### config.mk
export PLATFORM = sky130hd
export DESIGN_NAME = bus_requester
export DESIGN_NICKNAME = d
export VERILOG_FILES = /design/src/rtl/bus_requester.sv
export SDC_FILE = /design/constraint.sdc
export NUM_CORES = 1
export LEC_CHECK = 0
export CAP_MARGIN = 20
export CORE_ASPECT_RATIO = 1.4
export CORE_UTILIZATION = 30
export DETAILED_ROUTE_END_ITERATION = 8
export SLEW_MARGIN = 20
export SYNTH_ARGS = -nofsm -noshare
export SYNTH_HDL_FRONTEND = slang
export SYNTH_SLANG_ARGS = --single-unit
### constraint.sdc
create_clock -name i_clk -period 2.6 [get_ports i_clk]
set_clock_uncertainty 0.1 [all_clocks]
set_input_delay 0.26 -clock i_clk [delete_from_list [all_inputs] [get_ports i_clk]]
set_output_delay 0.26 -clock i_clk [all_outputs]
set_load 0.01 [all_outputs]
### src/rtl/bus_requester.sv
// Requester side of the bus arbiter handshake: one command at a time,
// 1-3 beats on grant, optional bus hold, timeout recovery with retries.
module bus_requester #(
  parameter int HOLD_W    = 4,
  parameter int MAX_RETRY = 2
) (
  input  logic                           i_clk,
  input  logic                           i_rst_n,
  input  logic                           i_cmd_valid,
  output logic                           o_cmd_ready,
  input  logic [1:0]                     i_cmd_beats,
  input  logic [HOLD_W-1:0]              i_cmd_hold,
  input  logic                           i_beat_stall,
  input  logic                           i_gnt,
  input  logic                           i_tout,
  output logic                           o_req,
  output logic                           o_done,
  output logic                           o_dly,
  output logic                           o_reset,
  output logic                           o_beat_en,
  output logic                           o_xfer_ok,
  output logic                           o_xfer_err,
  output logic [$clog2(MAX_RETRY+1)-1:0] o_retry_cnt
);

  localparam int RW = $clog2(MAX_RETRY + 1);
  localparam logic [RW-1:0] MAXR = RW'(MAX_RETRY);

  typedef enum logic [2:0] {
    IDLE,
    REQ,
    XFER,
    HOLD,
    RECOVER
  } state_t;

  state_t r_state;
  state_t w_next;

  logic [1:0]        r_beats;
  logic [1:0]        r_beat_cnt;
  logic [HOLD_W-1:0] r_hold;
  logic [HOLD_W-1:0] r_hold_cnt;
  logic [RW-1:0]     r_retry;
  logic              r_ok;
  logic              r_err;

  logic w_active;
  logic w_beat;
  logic w_last;
  logic w_hold_nz;
  logic w_can_retry;
  logic w_hold_end;

  assign w_active    = (r_state == REQ) || (r_state == XFER);
  assign w_beat      = w_active & i_gnt & ~i_beat_stall & ~i_tout;
  assign w_last      = w_beat & (r_beat_cnt == r_beats - 2'd1);
  assign w_hold_nz   = (r_hold != '0);
  assign w_can_retry = (r_retry < MAXR);
  assign w_hold_end  = (r_state == HOLD) && (r_hold_cnt == HOLD_W'(1));

  always_comb begin
    w_next      = r_state;
    o_cmd_ready = 1'b0;
    o_req       = 1'b0;
    o_done      = 1'b0;
    o_dly       = 1'b0;
    o_reset     = 1'b0;
    unique case (r_state)
      IDLE: begin
        o_cmd_ready = 1'b1;
        if (i_cmd_valid) w_next = REQ;
      end
      REQ, XFER: begin
        o_req = (r_state == REQ);
        // timeout wins over any grant or stall in the same cycle
        if (i_tout) begin
          w_next = RECOVER;
        end else if (w_last) begin
          o_done = 1'b1;
          o_dly  = w_hold_nz;
          w_next = w_hold_nz ? HOLD : IDLE;
        end else if (i_gnt) begin
          w_next = XFER;
        end
      end
      HOLD: begin
        o_dly = 1'b1;
        if (w_hold_end) w_next = IDLE;
      end
      RECOVER: begin
        o_reset = 1'b1;
        w_next  = w_can_retry ? REQ : IDLE;
      end
      default: w_next = IDLE;
    endcase
  end

  always_ff @(posedge i_clk or negedge i_rst_n) begin
    if (!i_rst_n) begin
      r_state    <= IDLE;
      r_beats    <= 2'd1;
      r_beat_cnt <= '0;
      r_hold     <= '0;
      r_hold_cnt <= '0;
      r_retry    <= '0;
      r_ok       <= 1'b0;
      r_err      <= 1'b0;
    end else begin
      r_state <= w_next;
      r_ok    <= (w_last & ~w_hold_nz) | w_hold_end;
      r_err   <= (r_state == RECOVER) & ~w_can_retry;
      if (r_state == IDLE && i_cmd_valid) begin
        r_beats    <= (i_cmd_beats == 2'd0) ? 2'd1 : i_cmd_beats;
        r_hold     <= i_cmd_hold;
        r_retry    <= '0;
        r_beat_cnt <= '0;
      end
      if (w_beat) r_beat_cnt <= r_beat_cnt + 2'd1;
      if (w_last) r_hold_cnt <= r_hold;
      if (r_state == HOLD) r_hold_cnt <= r_hold_cnt - HOLD_W'(1);
      if (r_state == RECOVER && w_can_retry) begin
        r_retry    <= r_retry + RW'(1);
        r_beat_cnt <= '0;
      end
    end
  end

  assign o_beat_en   = w_beat;
  assign o_xfer_ok   = r_ok;
  assign o_xfer_err  = r_err;
  assign o_retry_cnt = r_retry;

endmodule

# Yosys cells after proc, flatten, opt, wreduce, memory -nomap -nowiden
# Index checks and enable logic that the tools add are counted.
[classes]
order_cmp = 1
bitwise_logic = 11
eq_ne = 9
mux = 24
n_reduce_logical = 12
n_addsub = 4
[ops]
columns = ["op", "n"]
rows = [
  ["two-way mux 3 bit", 5],
  ["two-way mux 2 bit", 6],
  ["case mux 3 bit (4 select lines)", 1],
  ["two-way mux 1 bit", 9],
  ["two-way mux 4 bit", 2],
  ["AND 1 bit", 6],
  ["equality test 3 x 2 -> 1 bit, second input constant", 2],
  ["adder 2 x 1 -> 2 bit, second input constant", 2],
  ["equality test 4 x 1 -> 1 bit, second input constant", 1],
  ["!= test 2 bit, second input constant", 2],
  ["!= test 4 bit, second input constant", 1],
  ["NOT 1 bit", 4],
  ["nonzero test 2 bit", 2],
  ["nonzero test 4 bit", 1],
  ["subtractor 4 x 1 -> 4 bit, second input constant", 1],
  ["equality test 3 x 1 -> 1 bit, second input constant", 1],
  ["equality test 3 bit, second input constant", 1],
  ["logical AND 1 bit", 3],
  ["logical NOT 3 bit", 1],
  ["AND reduction 3 bit", 1],
  ["nonzero test 3 bit", 1],
  ["equality test 2 bit", 1],
  ["logical NOT 2 bit", 1],
  ["less-than comparator 2 bit, second input constant", 1],
  ["other kinds (5)", 5],
]
[word_totals]
regBits = 19
out_inout_bits = 10
wordCells = 69

# Longest topological paths before layout
# Gate-level depths: netlist (run 1).
[depth]
depth_word = 9
ltp_mapped = 8
ltp_nobuf = 6

# Least setup slack after synthesis (run 1)
# Ideal clock, no wire load.
[synth_timing]
path_kind = "register -> output"
startpoint = "register r_state[1]"
endpoint = "output port o_dly"
arrival_ps = 1648
path_stages_with_launch = 8
setup_slack_ps = 592
path_buffers = 2
cell_sequence = "dfrtp_1 buf_2 xnor2_1 or4_1 buf_6 clkinv_8 nand2_4 o21ai_0"
[synth_via]
elab_chain_len = 9
word_cells_on_any_way = 12
cone_classes = "3 x eq/ne; 3 x mux; 4 x bitwise; 2 x reduce/logical"
[synth_lines]
columns = ["item", "line", "source"]
rows = [
  ["start: declaration", "37", "state_t r_state;"],
  ["start signal: assignment", "110", "r_state <= w_next;"],
  ["equality test 3 x 1 -> 1 bit / equality test 3 x 2 -> 1 bit (equally long branches)", "55", "assign w_active = (r_state == REQ) || (r_state == XFER);"],
  ["logical OR 1 bit *", "55", ""],
  ["AND 1 bit * (3 in series)", "56", "assign w_beat = w_active & i_gnt & ~i_beat_stall & ~i_tout;"],
  ["via o_beat_en", "20", "output logic o_beat_en,"],
  ["AND 1 bit *", "57", "assign w_last = w_beat & (r_beat_cnt == r_beats - 2'd1);"],
  ["two-way mux 1 bit *", "79", "end else if (w_last) begin"],
  ["two-way mux 1 bit *", "77", "if (i_tout) begin"],
  ["case mux 1 bit (2 select lines) *", "69", "unique case (r_state)"],
  ["end: declaration", "18", "output logic o_dly,"],
]
# The timed path passes the listed nets; every way through them passes the cells marked *.

# Final worst setup path (run 1)
[layout_timing]
startpoint = "register r_state[1]"
endpoint = "output port o_done"
[layout_via]
elab_chain_len = 9
word_cells_on_any_way = 11
cone_classes = "2 x eq/ne; 3 x mux; 4 x bitwise; 2 x reduce/logical"
[layout_lines]
columns = ["item", "line", "source"]
rows = [
  ["equality test 3 x 1 -> 1 bit / equality test 3 x 2 -> 1 bit (equally long branches)", "55, 69", ""],
  ["logical OR 1 bit", "55", ""],
  ["AND 1 bit (3 in series)", "56", ""],
  ["AND 1 bit", "57", ""],
  ["two-way mux 1 bit", "79", ""],
  ["two-way mux 1 bit", "77", ""],
  ["two-way mux 1 bit *", "69", ""],
  ["end: declaration", "17", "output logic o_done,"],
]
# Mark *: on every way between the ends. The rest lies on a longest branch, timed or not.

==> summary.md, run 1 <==
| Metric | Value |
|---|---|
| First-pass GRT wire length | a little under 4 mm |
| Post-DR wirelength/cell | approximately 13 um |
| Hpwl dp | 1.64 mm |
| TritonCTS clock tree | done |
| Die area | ~0.0036 mm2 |
| H-tree levels | 1 |
| Final std cells w/o fill | approximately 170 |
| Post-Synth Adder-Cell Area | roughly 2.5% |
| Layout area overhead | 34.8% |
| XOR/XNOR share of the synthesized area | around 1.7% |
| Clock Tree Root | clkbuf_8 |
| Die Ht | 70.6 um |
| Post-layout minimum cycle time | between 2 and 2.5 ns |
| Crit path max-delay family | buffers and inverters |
| Worst Path Buf+Inv | 3 |
| Register area share after synthesis | between 40% and 50% |
| CP Capture Type | primary output |
| Setup Buffers After CTS | 0 |
| Reg clk slew, reported paths | ~0.070 ns |
| Die Span X | about 50 um |
| Setup Viol. Count Final | 0 |
| Pwr/cell area | ~1100 mW/mm2 |
| Setup crit start kind | flip-flop |
| RSZ-0062 raised after global routing | false |
| Fill count | ~330 |
| Post-place setup slack | -0.0335 ns |
| Slew at the pin closest to its max-slew limit | 0.852 ns |
| Crit-path max FO | 3 |
| CTS Buf Count | 3 |
| Syn nets | 112 |
| Complex-gate fraction of the synthesized area | between 10% and 20% |
| Initial antenna violation count | 0 |
| Placed cells | approximately 160 |
| Fmax | 0.407 GHz |
| Initial Util | between 30% and 40% |
| Total GRT Usage | 14.3% |
| CP max stage cell | or4_4 |
| Final Cell Area | roughly 0.0014 mm2 |
| Worst path cell trace | xnor2_1 > or4_4 > clkinv_8 > nand2_4 > inv_1 > clkdlybuf4s50_1 |
| Worst path required time | ~2.2 ns |
| Max-slew violation count | 0 |
| Largest family of logic cells by synthesized area | simple AND/OR/NAND/NOR gates |
| Warnings from Yosys | 0 |
| CP peak stage delay | about 0.55 ns |
| Io pins | 22 |
| Fraction of synthesized area in multiplexers | around 9.8% |
| WS Path Type | reg -> out |
| IR drop worst, VDD | roughly 0.47 mV |
| CORE AREA | about 0.0032 mm2 |
| Syn_area_per_cell | between 10 and 15 um2 |
| Synth Area in Simple Gates | 18.1% |
| Worst Hold Class | reg -> reg |
| Final cycle utilization of the critical path | a little over nine tenths |
| Gr ovfl total | 0 |
| Antenna Cells | 0 |
| Maximum clock path buffer count | 2 |
| RePlAce Congestion | 0.762 |
| Nets | about 140 |
| Total of max-cap violations | 0 |
| Avg Vias per Cell | 4.96 |
| Drt pass-1 iters | 4 |
| Synth cell types | 35 |
| PortBufs | 21 |
| Commonest non-fill, non-tap cells in the layout | clkdlybuf4s50_1, dfrtp_1, nand2_1, inv_1, buf_4 |
| Reg-to-reg setup timing slack | just under 0.7 ns |
| Max_slew headroom | 43.0% |
| Via count | ~830 |
| Starting DRT DRC Count | 17 |
| Pleak | about 0.62 nW |
| Placed inst area | between 0.001 and 0.0015 mm2 |
| Final Hold Violating Endpoints | 0 |
| Largest net degree at the start of global routing | 20 |
| Number of global-route vias before repair | just under 900 |
| DRC | 0 |
| # rows | 24 |
| Post-route core utilization | around 43% |
| Post-Route WL | ~2.2 mm |
| Layout cells sized above 1 | 17.2% |
| Synthesized area | approximately 0.0010 mm2 |
| Routed Antenna Nets | 0 |
| Status | complete, no violations |
| Clock Latency Late Sink | 0.26 ns |
| Syn Inst Count | 98 |
| Worst path arrival time | roughly 2.1 ns |
| Setup WS post-layout | 0.140 ns |
| Synthesized flop and latch total | 19 |
| Commonest non-fill, non-tap cell in the layout | clkdlybuf4s50_1 |
| CTS Sinks | 19 |
power breakdown:
group / internal, W / leakage, nW / total, W / switching (W)
Combinational: 0.000349 / 0.358 / 0.000683 / 0.000334
Clock: 0.000109 / 0.0228 / 0.000209 / 0.0000997
Sequential: 0.000430 / 0.236 / 0.000537 / 0.000107
Total: 0.000887 / 0.616 / 0.00143 / 0.000541
final cells by class:
type	instances	area [um2]	area share, %
Clock buffer	4	45.0	3.32
Inverter	9	46.3	3.41
Multi-Input combinational cell	67	468	34.5
Sequential cell	19	477	35.1
Tap cell	39	48.8	3.59
Timing Repair Buffer	29	273	20.1
per-stage QoR:
step	hold WS [ns]	setup TNS, ns	power (W)
detailed placement	0.381	-0.0335	0.00123
finish	0.384	0	0.00143
global placement	0.375	0	0.00121
floorplan	-0.136	0	0.000967
global route	0.435	0	0.00155
CTS	0.391	0	0.00145
logic make-up (layout without fill, tap and decap cells):
kind of cell | Yosys count | after routing
buffers and inverters | 12 | 42
xor gates and xnor gates | 2 | 2
DFF | 19 | 19
adders and majority gates | 2 | 2
AOI/OAI and AO/OA | 21 | 21
muxes | 9 | 9
and+or+nand+nor | 33 | 33
what timing repair did:
action	in CTS	in global routing
gates resized for setup	2	1
pin swaps	0	0
setup endpoints to repair	1	1
hold buffers	0	0
final timing paths:
kind                                             start                   endpoint  cells past startpoint
worst max-delay path            r_state[1]$_DFFE_PN0P_                     o_done                      6
worst min-delay path            r_beats[0]$_DFFE_PN1P_     r_beats[0]$_DFFE_PN1P_                      2
worst max register to register  r_state[1]$_DFFE_PN0P_  r_hold_cnt[3]$_DFFE_PN0P_                      6
worst min register to register  r_beats[0]$_DFFE_PN1P_     r_beats[0]$_DFFE_PN1P_                      2
max in group asynchronous                      i_rst_n      r_hold[0]$_DFFE_PN0P_                      1
min in group asynchronous                      i_rst_n  r_beat_cnt[1]$_DFFE_PN0P_                      1
state kept, by name (all words and copies together) (netlist names):
name,cells
r_state,3
r_beats,2
o_xfer_ok,1
r_hold_cnt,4
r_hold,4
o_xfer_err,1
o_retry_cnt,2
r_beat_cnt,2
metal layers:
metal,GRT usage (%),wire [um],vias up
li1,-,-,410
met1,15.8,866,402
met2,25.1,1200,11
met3,1.94,34,5
met4,8.95,58,0
met5,0,0,-
synthesized netlist by cell type:
| library cell | n | area share (%) |
|---|---|---|
| nor3_1 | 4 | 2.0 |
| buf_6 | 1 | 1.1 |
| buf_2 | 1 | 0.50 |
| nor3b_1 | 3 | 2.2 |
| dfstp_2 | 1 | 2.6 |
| o31ai_1 | 3 | 2.2 |
| nand2_4 | 1 | 1.1 |
| and3b_2 | 1 | 0.99 |
| a221o_1 | 1 | 0.99 |
| a31oi_1 | 3 | 1.9 |
| nand3_1 | 3 | 1.5 |
| or4_1 | 1 | 0.75 |
| o211ai_1 | 2 | 1.5 |
| o21ai_1 | 1 | 0.50 |
| a32o_1 | 1 | 0.99 |
| o32ai_1 | 1 | 0.87 |
| inv_1 | 8 | 3.0 |
| xnor2_1 | 2 | 1.7 |
| a21oi_1 | 1 | 0.50 |
| o311a_1 | 1 | 0.99 |
| clkbuf_1 | 1 | 0.37 |
| nor2b_1 | 2 | 1.2 |
| nand2_1 | 9 | 3.4 |
| nor4_1 | 1 | 0.62 |
| nand3b_1 | 1 | 0.75 |
| o21ai_0 | 7 | 3.5 |
| nand2b_1 | 3 | 1.9 |
| dfrtp_1 | 18 | 45 |
| and3_1 | 1 | 0.62 |
| mux2_1 | 1 | 1.1 |
| mux2i_1 | 2 | 2.0 |
| nor2_1 | 3 | 1.1 |
| ha_1 | 2 | 2.5 |
| mux2_2 | 6 | 6.7 |
| clkinv_8 | 1 | 1.6 |
worst register-to-register path: cells and delay by family (launching register included):
kind / cells / cell delay, ns
AO/OA/AOI/OAI: 1 / 0.32
XOR/XNOR: 1 / 0.17
buffers and inverters: 2 / 0.22
flip-flops: 1 / 0.40
AND/OR/NAND/NOR: 2 / 0.59
(Power assumes the default switching activity.)
==> run 2: changes to the inputs <==
- PLACE_DENSITY: default -> 0.62
==> run 2 against run 1 <==
Final area down 0.28%. Global-route usage shrank 1.0 points. Sequential power is 2% higher. Cell count unchanged. Largest cell class unchanged.
==> summary.md, run 2 (synthesis gave the netlist of run 1 again) <==
| Metric | Value |
|---|---|
| Final Hold Violating Endpoints | 0 (unchanged) |
| Hpwl dp | 1.62 mm (-1.7%) |
| Max-slew violation count | 0 (unchanged) |
| Layout area overhead | 34.4% |
| Initial Util | 31.9% (unchanged) |
| Worst path arrival time | 2.09 ns (about the same) |
| H-tree levels | 1 (unchanged) |
| Nets | 143 (unchanged) |
| Number of global-route vias before repair | 823 (-5.1%) |
| Setup crit start kind | flip-flop |
| Placed cells | 163 (unchanged) |
| Pleak | 0.602 nW (-2.2%) |
| RSZ-0062 raised after global routing | false |
| Pwr/cell area | 1050 mW/mm2 (-0.26%) |
| Post-DR wirelength/cell | 12.5 um (-3.4%) |
| Final cycle utilization of the critical path | 94.1% (-0.50 points) |
| Fmax | 0.409 GHz (+0.53%) |
| WS Path Type | reg -> out |
| Avg Vias per Cell | 4.93 (-0.60%) |
| Post-Route WL | 2.08 mm (-3.4%) |
| Die Ht | 70.6 um (unchanged) |
| Status | complete, no violations |
| Clock Latency Late Sink | 0.26 ns (about the same) |
| CP Capture Type | primary output |
| Post-CTS sizing | 2 (unchanged) |
| Total of max-cap violations | 0 (unchanged) |
| Die area | 0.00360 mm2 (unchanged) |
| Reg-to-reg setup timing slack | 0.69 ns (about the same) |
| PortBufs | 21 (unchanged) |
| Final std cells w/o fill | 167 (unchanged) |
| Commonest non-fill, non-tap cells in the layout | clkdlybuf4s50_1, dfrtp_1, nand2_1, inv_1, buf_4 |
| Antenna Cells | 0 (unchanged) |
| Drt pass-1 iters | 4 (unchanged) |
| Clock Tree Root | clkbuf_8 |
| Total GRT Usage | 13.3% (-1.0 points) |
| CTS Buf Count | 3 (unchanged) |
| Gr ovfl total | 0 (unchanged) |
| Worst path required time | 2.24 ns (about the same) |
| Post-CTS Hold Buffers | 0 (unchanged) |
| DRC | 0 (unchanged) |
| TritonCTS clock tree | done |
| Io pins | 22 (unchanged) |
| CP startpoint | r_state[0]$_DFFE_PN0P_ |
| Worst reg2reg endpoint | r_state[1]$_DFFE_PN0P_ |
| RePlAce Congestion | 0.797 (+4.7%) |
| CORE AREA | 0.00315 mm2 (unchanged) |
| Reg2reg start | r_state[0]$_DFFE_PN0P_ |
| Setup Viol. Count Final | 0 (unchanged) |
| IR drop worst, VDD | 0.577 mV (+23%) |
| Reg clk slew, reported paths | 0.07 ns (about the same) |
| Layout cells sized above 1 | 17.2% (unchanged) |
| CTS Sinks | 19 (unchanged) |
| Largest registers | r_hold x4, r_hold_cnt x4, r_state x3 |
| Worst setup endpoint | o_done |
| Routed Antenna Nets | 0 (unchanged) |
| Largest net degree at the start of global routing | 20 (unchanged) |
| Crit-path max FO | 3 (unchanged) |
| Setup Buffers After CTS | 0 (unchanged) |
| Slew at the pin closest to its max-slew limit | 0.852 ns (-0.000451 ns) |
| Fin Setup TNS | 0 ns (unchanged) |
| Reg2reg path depth | 6 (unchanged) |
| Max_slew headroom | 43.1% (about the same) |
| Initial antenna violation count | 0 (unchanged) |
| Worst Hold Class | in -> async |
| Post-layout minimum cycle time | 2.45 ns (-0.0130 ns) |
| Maximum clock path buffer count | 2 (unchanged) |
| Via count | 823 (-0.60%) |
| Fill count | 311 (-5.2%) |
| Post-route core utilization | 42.9% (-0.12 points) |
| Die Span X | 51.0 um (unchanged) |
| Commonest non-fill, non-tap cell in the layout | clkdlybuf4s50_1 |
| First-pass GRT wire length | 3.73 mm (-4.1%) |
| # rows | 24 (unchanged) |
| Starting DRT DRC Count | 16 (-1) |
run 2: cell types whose count changed in the layout (fill, tap and decap cells not counted):
cell	delta
dlymetal6s2s_1	-1
dlygate4sd2_1	+1
o21ai_0	+1
o21ai_1	-1
run 2: how the worst min path moves through the flow:
stage,start,to,cells after the start
2_1_floorplan,i_rst_n,o_retry_cnt[0]$_DFFE_PN0P_,0
3_3_place_gp,r_beats[0]$_DFFE_PN1P_,r_beats[0]$_DFFE_PN1P_,2
3_5_place_dp,r_beats[0]$_DFFE_PN1P_,r_beats[0]$_DFFE_PN1P_,2
4_1_cts,r_beats[0]$_DFFE_PN1P_,r_beats[0]$_DFFE_PN1P_,2
5_1_grt,r_beats[0]$_DFFE_PN1P_,r_beats[0]$_DFFE_PN1P_,2
6_report,i_rst_n,r_hold[1]$_DFFE_PN0P_,1
run 2: worst max-delay path, cell delays in order (launching register included):
cell,delay [ns]
dfrtp_1,0.40
xnor2_1,0.17
or4_4,0.55
clkinv_8,0.07
nand2_4,0.04
inv_1,0.07
clkdlybuf4s50_1,0.53
run 2: where the power goes:
group,internal [W],switching (W),total [W]
sequential,0.000430,0.000116,0.000546
combinational,0.000345,0.000325,0.000670
clock,0.000109,0.0000963,0.000205
run 2: final cells by class:
type / instances / area [um2] / area share (%)
repair buffers: 29 / 269 / 19.9
inverters: 9 / 46.3 / 3.42
multi-input cells: 67 / 468 / 34.6
well taps: 39 / 48.8 / 3.60
clock buffers: 4 / 45.0 / 3.33
flip-flops and latches: 19 / 477 / 35.2
run 2: through the flow:
step                hold WS [ns]  setup slack (ns)  area, um2  power, W
global placement           0.374           0.00976       1310   0.00120
floorplan                 -0.136             0.592       1010  0.000967
CTS                        0.392             0.127       1350   0.00143
detailed placement         0.382            0.0400       1310   0.00122
global route               0.425            0.0388       1350   0.00154
finish                     0.385             0.153       1350   0.00142
run 2: per-layer routing:
layer	share of wire [%]	vias to the layer above	routed length, um	global-route usage, %
met1	42	401	877	15.0
li1	-	406	-	-
met5	0	-	0	0
met4	1.0	0	21	5.56
met2	53	14	1110	24.1
met3	3.5	2	73	1.94
==> run 3: changes to the inputs <==
- CAP_MARGIN: 20 -> default
- CORE_UTILIZATION: 30 -> 49
- CTS_CLUSTER_DIAMETER: default -> 40
- PLACE_DENSITY: 0.62 -> 0.88
==> run 3 against run 2 <==
Critical path type unchanged. Core utilization rose by 24 points. Largest cell class unchanged. Clock power fell by 26%. Highest routed layer unchanged. Wire length rose by 0.91%. Count of clock-buffer cells in the layout did not move. Global-route usage rose by 9.6 points. Non-clock buffer count fell by 1. Combinational power rose by 3.9%. Sequential share of layout area rose by 1.2 points. Critical endpoint is now o_beat_en. Fmax fell by 2.2%. Critical path depth fell by 1. Sequential power barely moved. Largest power group unchanged.
==> summary.md, run 3 (synthesis gave the netlist of run 1 again) <==
| Metric | Value |
|---|---|
| PortBufs | 21 (unchanged) |
| Status | complete, no violations |
| Io pins | 22 (unchanged) |
| Starting DRT DRC Count | 17 (+1) |
| Placed cells | 144 (-12%) |
| CP Capture Type | primary output |
| Avg Vias per Cell | 5.71 (+16%) |
| Initial antenna violation count | 0 (unchanged) |
| CTS Buf Count | 3 (unchanged) |
| Maximum clock path buffer count | 2 (unchanged) |
| Post-layout minimum cycle time | 2.50 ns (+0.0560 ns) |
| Routed Antenna Nets | 0 (unchanged) |
| Antenna Cells | 0 (unchanged) |
| Fmax | 0.400 GHz (-2.2%) |
| Clock Latency Late Sink | 0.30 ns (+0.04 ns) |
| Layout area overhead | 29.8% |
| Post-DR wirelength/cell | 14.2 um (+14%) |
| Number of global-route vias before repair | 808 (-1.8%) |
| Total of max-cap violations | 0 (unchanged) |
| Largest registers | r_hold x4, r_hold_cnt x4, r_state x3 |
| Worst path required time | 2.24 ns (about the same) |
| CTS Sinks | 19 (unchanged) |
| Gr ovfl total | 0 (unchanged) |
| Via count | 845 (+2.7%) |
| Nets | 142 (-0.70%) |
| CORE AREA | 0.00195 mm2 (-38%) |
| Post-route core utilization | 67.1% (+24 points) |
| Final std cells w/o fill | 148 (-11%) |
| Commonest non-fill, non-tap cell in the layout | clkdlybuf4s50_1 |
| WS Path Type | reg -> out |
| Die area | 0.00224 mm2 (-38%) |
| First-pass GRT wire length | 3.54 mm (-5.0%) |
| Pleak | 0.609 nW (+1.2%) |
| Final Power | 0.00139 W (-2.0%) |
| Setup Viol. Count Final | 0 (unchanged) |
| H-tree levels | 1 (unchanged) |
| Drt pass-1 iters | 4 (unchanged) |
| Max-slew violation count | 0 (unchanged) |
| Die Span X | 40.3 um (-21%) |
| Hpwl dp | 1.64 mm (+1.7%) |
| RePlAce Congestion | 0.739 (-7.3%) |
| Fin Setup TNS | 0 ns (unchanged) |
| TritonCTS clock tree | done |
| RSZ-0062 raised after global routing | false |
| Post-Route WL | 2.10 mm (+0.91%) |
| Pwr/cell area | 1060 mW/mm2 (+1.4%) |
| Total GRT Usage | 22.9% (+9.6 points) |
| Clock Tree Root | clkbuf_4 |
| Layout cells sized above 1 | 16.5% (-0.65 points) |
| Crit-path max FO | 4 (+1) |
| Commonest non-fill, non-tap cells in the layout | clkdlybuf4s50_1, dfrtp_1, nand2_1, inv_1 |
| Worst Hold Class | in -> async |
| Die Ht | 55.6 um (-21%) |
| Final Hold Violating Endpoints | 0 (unchanged) |
| DRC | 0 (unchanged) |
| Hold Slack | 0.329 ns (-0.0558 ns) |
| Largest net degree at the start of global routing | 20 (unchanged) |
| Post-CTS Hold Buffers | 0 (unchanged) |
| # rows | 19 (-21%) |
| Worst path arrival time | 2.14 ns (+0.05 ns) |
| Max_slew headroom | 43.2% (+0.14 points) |
| Slew at the pin closest to its max-slew limit | 0.849 ns (-0.00216 ns) |
| Setup crit start kind | flip-flop |
| IR drop worst, VDD | 0.653 mV (+13%) |
| Initial Util | 51.7% (+20 points) |
| Final cycle utilization of the critical path | 96.3% (+2.2 points) |
| Reg clk slew, reported paths | 0.10 ns (+0.03 ns) |
==> run 3: cell types whose count changed in the layout (fill, tap and decap cells not counted), sizes merged <==
cell and delta:
dlymetal6s2s +1, buf -1, clkdlybuf4s50 -1
==> run 3: metrics by stage <==
step                area (um2)  setup slack, ns
floorplan                 1010            0.592
global placement          1280           0.0861
detailed placement        1280           0.0439
CTS                       1310           0.0754
global route              1310           0.0174
finish                    1310           0.0972
==> run 3: final cells by class <==
class / instances / area, um2
Sequential cell: 19 / 477
Fill cell: 167 / 642
Clock buffer: 4 / 26.3
Inverter: 9 / 46.3
Timing Repair Buffer: 28 / 264
Tap cell: 21 / 26.3
Multi-Input combinational cell: 67 / 468
==> run 3: metal layers <==
metal | part of all wire, % | track usage, % | vias to the layer above
met5 | 0 | 0 | -
met4 | 2.2 | 10.5 | 0
met3 | 3.6 | 6.40 | 5
met2 | 55 | 35.9 | 21
met1 | 39 | 27.7 | 410
li1 | - | - | 409
==> run 3: final timing paths <==
| kind | start | endpoint | slack, ns | depth (start not counted) |
|---|---|---|---|---|
| min reg2reg | r_beats[0]$_DFFE_PN1P_ | r_beats[0]$_DFFE_PN1P_ | 0.40 | 2 |
| max | r_state[0]$_DFFE_PN0P_ | o_beat_en | 0.1 | 5 |
| max in group asynchronous | i_rst_n | r_beats[1]$_DFFE_PN0P_ | 1.55 | 1 |
| max reg2reg | r_state[0]$_DFFE_PN0P_ | r_state[1]$_DFFE_PN0P_ | 0.69 | 6 |
| min | i_rst_n | r_state[2]$_DFFE_PN0P_ | 0.33 | 1 |
| min in group i_clk | r_beats[0]$_DFFE_PN1P_ | r_beats[0]$_DFFE_PN1P_ | 0.40 | 2 |
==> run 3: worst max-delay path: stages, from the launching register on <==
cell and delay (ns):
dfrtp_1 0.41, xnor2_1 0.17, or4_4 0.55, clkinv_8 0.07, buf_4 0.12, clkdlybuf4s50_1 0.52
==> run 3: what timing repair did <==
action                     4_1_cts  5_1_grt
gates resized for setup          2        1
setup endpoints to repair        3        1
setup buffers                    0        0
==> run 3: power breakdown <==
group,total (W),internal [W],switching [W]
Clock,0.000152,0.0000599,0.0000917
Combinational,0.000696,0.000359,0.000337
Sequential,0.000545,0.000429,0.000116
==> edit 1: new RTL, settings of run 2 <==
Set the parameter `HOLD_W` to 6 (it was 4).
--- a/src/rtl/bus_requester.sv
+++ b/src/rtl/bus_requester.sv
@@ -3,3 +3,3 @@
 module bus_requester #(
-  parameter int HOLD_W    = 4,
+  parameter int HOLD_W    = 6,
   parameter int MAX_RETRY = 2
Interface: changed (resized i_cmd_hold); port bits go from 22 to 24. No check against the original RTL was run, so the function may have changed too.
==> edit 1 against run 2 <==
- the run now ends with DRC left
- routed wire length is 40% higher
- power rose by 19%
- synthesized area rose by 25%
- via count is 32% higher
- synthesized cell count rose by 29%
- worst setup slack improved by 0.0090 ns
- hold slack got worse by 0.14 ns
- sequential cell count grew 4
- cell area increased by 23%
- highest routed layer unchanged
==> edit 1: results (changes against run 2) <==
Run status
  • Outcome: finished with violations
  • Failing checks: DRC

Synth
  • Seq/Total Area, Yosys: 0.459 (-0.0146)
  • Area contributors post-synth: dfrtp_1 (44%), mux2_2 (7.2%), a21oi_1 (3.6%), nand3b_1 (3.0%), nor2_1 (2.7%)
  • Synth Area in XOR/XNOR: 0.0139 (-0.00346)
  • Commonest cells post-synth: dfrtp_1 (22), a21oi_1 (9), nor2_1 (9), mux2_2 (8)
  • Multiplexer share of the synthesized area: 0.0796 (-0.0185)
  • Adder-cell share of the synthesized area: 0.0199 (-0.00494)
  • Synth Area in Compound Gates: 0.174 (+0.0350)
  • Syn nets: 142 (+27%)

Setup path
  • Crit-path leading delay family: simple AND/OR/NAND/NOR gates
  • R2R Path Start: r_state[2]$_DFFE_PN0P_
  • Crit path largest cell delay: 0.52 ns (-0.03 ns)
  • Worst path slowest cell: or4b_1
  • R2r endpoint: r_hold_cnt[2]$_DFFE_PN0P_
  • CP startpoint: i_tout
  • Setup slack, reg-to-reg: 0.67 ns (-0.02 ns)
  • FF-to-FF path depth: 5 (-1)
  • Setup crit end: o_dly

Route
  • Routed wire length: 2910 um (+40%)
  • DR WL/cell: 14.3 um (+15%)
  • 1st-pass router iterations: 6 (+2)
  • # DRC: 2 (+2)
  • First DRT Iteration DRCs: 35 (+19)

Placement
  • Placed cell count: 199 (+22%)
  • Hpwl dp: 2210 um (+37%)
  • Buffers on Ports: 23 (+9.5%)
  • Setup WS pre-CTS: -0.0994 ns (-0.139 ns)
  • RePlAce Congestion: 0.798 (+0.13%)

STA
  • Final WS setup: 0.162 ns (+0.00900 ns)
  • Slew margin rel.: 0.644 (+0.214)

Global routing
  • Largest net degree at the start of global routing: 24 (+20%)
  • Number of global-route vias before repair: 1113 (+35%)
  • GRT Resource Usage Total: 0.137 (+0.00411)
  • Wire length of the first global-routing pass: 4840 um (+30%)

Power
  • Max VDD drop: 0.369 mV (-36%)
  • Leakage: 0.717 nW (+19%)

Cells and area
  • Biggest registers after layout: r_hold (6), r_hold_cnt (6), r_state (3)
  • Ratio of cells with drive above 1 in the final layout: 0.200 (+0.0281)
  • Fin nets: 177 (+24%)
[edit 1: changes by cell type in the layout (fill, tap and decap cells not counted), moves of 3 or more]
| cell | delta |
|---|---|
| dfrtp_1 | +4 |
| nand3b_1 | +4 |
| nor2_1 | +6 |
| nand2_1 | -5 |
| a21oi_1 | +8 |
| nand3_1 | +3 |
| buf_4 | +5 |
[edit 1: area by class of cell]
class	instances	area, um^2
sequential	23	577
clock buffer	3	41.3
clock inverter	1	5.00
multi-input combinational	90	628
fill	410	2330
inverter	7	26.3
tap	43	53.8
timing repair buffer	36	328
[edit 1: report_power, final]
group          switching [W]  total [W]  internal [W]
Sequential          0.000170   0.000686      0.000516
Combinational       0.000374   0.000782      0.000408
Clock               0.000116   0.000222      0.000107
Total               0.000660    0.00169       0.00103
[edit 1: layer usage]
metal	routed length, um	track usage
met5	0	0
met2	1620	0.262
met3	72	0.00988
met4	53	0.0625
met1	1160	0.150
==> edit 2: new RTL, config.mk and constraints of run 2 <==
Made on the original files. The 5 states of `state_t` get a one-hot encoding in 5 bits.
--- a/src/rtl/bus_requester.sv
+++ b/src/rtl/bus_requester.sv
@@ -28,8 +28,8 @@
 
-  typedef enum logic [2:0] {
-    IDLE,
-    REQ,
-    XFER,
-    HOLD,
-    RECOVER
+  typedef enum logic [4:0] {
+    IDLE    = 5'b00001,
+    REQ     = 5'b00010,
+    XFER    = 5'b00100,
+    HOLD    = 5'b01000,
+    RECOVER = 5'b10000
   } state_t;
Formal check against the unedited RTL: same outputs for any inputs over 10 cycles, from zero or initial values and one cycle with i_rst_n low; not proved beyond that.
==> edit 2 against run 2 <==
- cell area rose by 9.2%
- critical endpoint unchanged
- first-iteration DRC count rose by 44%
- synthesized area rose by 11%
- routed wire length rose by 12%
- sequential cell count rose by 2
- worst setup slack got worse by 0.034 ns
- sequential share of layout area rose by 0.49 points
- power fell by 9.0%
==> edit 2: results (changes against run 2) <==
Run status
  • Outcome: complete, no violations

Setup path
  • Worst EP arrival: 2.12 ns (+0.03 ns)
  • Critical path fanouts, max: 6 (+3)
  • Worst path slowest cell: clkdlybuf4s50_1
  • Crit-path leading delay family: buffers and inverters

Cells and area
  • Antenna diodes: 0 (unchanged)
  • Fraction of area in multi-input gates: 0.374 (+0.0283)
  • Clock tree cell share of total cell area: 0.0305 (-0.00281)
  • Count of multi-input gates: 78 (+16%)
  • Sequential cell count: 21 (+2)
  • Multi-input logic area: 553 um^2 (+18%)
  • Ratio of cells with drive above 1 in the final layout: 0.179 (+0.00670)
  • Post-route insts no fill: 180 (+7.8%)
  • Biggest registers after layout: r_state (5), r_hold (4), r_hold_cnt (4)
  • Register area: 528 um^2 (+11%)
  • Fin nets: 155 (+8.4%)
  • Nonclk inv count: 8 (-1)
  • Non-clock buffer share: 0.184 (-0.0143)
  • Filler Cells Inserted: 334 (+7.4%)

Synth
  • Multiplexer share of the synthesized area: 0.0693 (-0.0289)
  • Syn nets: 125 (+12%)
  • Async SR Flop Fraction: 1.00 (unchanged)
  • Post-synth cell types: 40 (+14%)
  • Seq/Total Area, Yosys: 0.472 (-0.00178)
  • Adder-cell share of the synthesized area: 0.0223 (-0.00250)
  • Commonest cells post-synth: dfrtp_1 (19), nor2_1 (10), nand2_1 (9), inv_1 (8)
  • Synth Area in Compound Gates: 0.116 (-0.0229)
  • Area contributors post-synth: dfrtp_1 (42%), mux2_2 (6.0%), dfstp_2 (4.7%), nor2_1 (3.4%), nand2_1 (3.0%)
  • Post-Syn Area per Cell: 10.1 um^2 (-1.8%)
  • Synth Area in XOR/XNOR: 0.0313 (+0.0139)

Global routing
  • Met1 usage: 0.165 (+0.0147)
  • Global route hottest layer: met2
  • Grt met3 use: 0.0245 (+0.00519)
  • Met2 usage: 0.250 (+0.00877)
  • Largest net degree at the start of global routing: 22 (+10%)
  • Wire length of the first global-routing pass: 4120 um (+11%)
  • GRT Resource Usage Total: 0.140 (+0.00708)
  • Number of global-route vias before repair: 938 (+14%)

Placement
  • Area after DPL: 1390 um^2 (+6.6%)
  • Setup WS pre-CTS: 0.0528 ns (+0.0127 ns)
  • Hpwl dp: 1740 um (+7.5%)
  • Placed cell count: 173 (+6.1%)
  • RePlAce Congestion: 0.840 (+5.3%)

STA
  • Slew margin rel.: 0.557 (+0.126)

Floorplan
  • Row cnt: 25 (+4.2%)

Route
  • Met2 Wirelength: 1180 um (+5.9%)
  • M1 WL: 1020 um (+16%)
  • WL met3: 102 um (+40%)
  • Via count: 913 (+11%)
  • Routed wire length: 2330 um (+12%)
  • First DRT Iteration DRCs: 23 (+7)

Power
  • Net Sw Frac: 0.351 (-0.0275)
  • Comb power: 0.000531 W (-21%)
  • Flop pwr share: 0.430 (+0.046)
  • Max VDD drop: 0.550 mV (-4.7%)
  • Leakage: 0.659 nW (+9.4%)
  • Power in sequential cells: 0.000556 W (+2%)

Clock tree
  • Clock root buffer: clkbuf_8
  • Longest Clk Path Bufs: 2 (unchanged)

Min path
  • HP Class: in -> async
[edit 2: changes by cell type after synthesis, moves of 2 or more]
| cell | before | now |
|---|---|---|
| a31oi_1 | 3 | 1 |
| o31ai_1 | 3 | 0 |
| nor3b_1 | 3 | 1 |
| xor2_1 | 0 | 2 |
| nor2_1 | 3 | 10 |
[edit 2: path summary, 6_finish.rpt]
path,cells after the start,startpoint,slack (ns),to
max,7,i_tout,0.12,o_done
min,2,i_rst_n,0.25,r_state[3]$_DFFE_PN0P_
max reg2reg,5,r_state[3]$_DFFE_PN0P_,0.52,o_retry_cnt[0]$_DFFE_PN0P_
min reg2reg,1,r_hold_cnt[3]$_DFFE_PN0P_,0.41,r_hold_cnt[3]$_DFFE_PN0P_
max in group asynchronous,2,i_rst_n,1.88,r_beats[0]$_DFFE_PN1P_
min in group i_clk,1,r_hold_cnt[3]$_DFFE_PN0P_,0.41,r_hold_cnt[3]$_DFFE_PN0P_
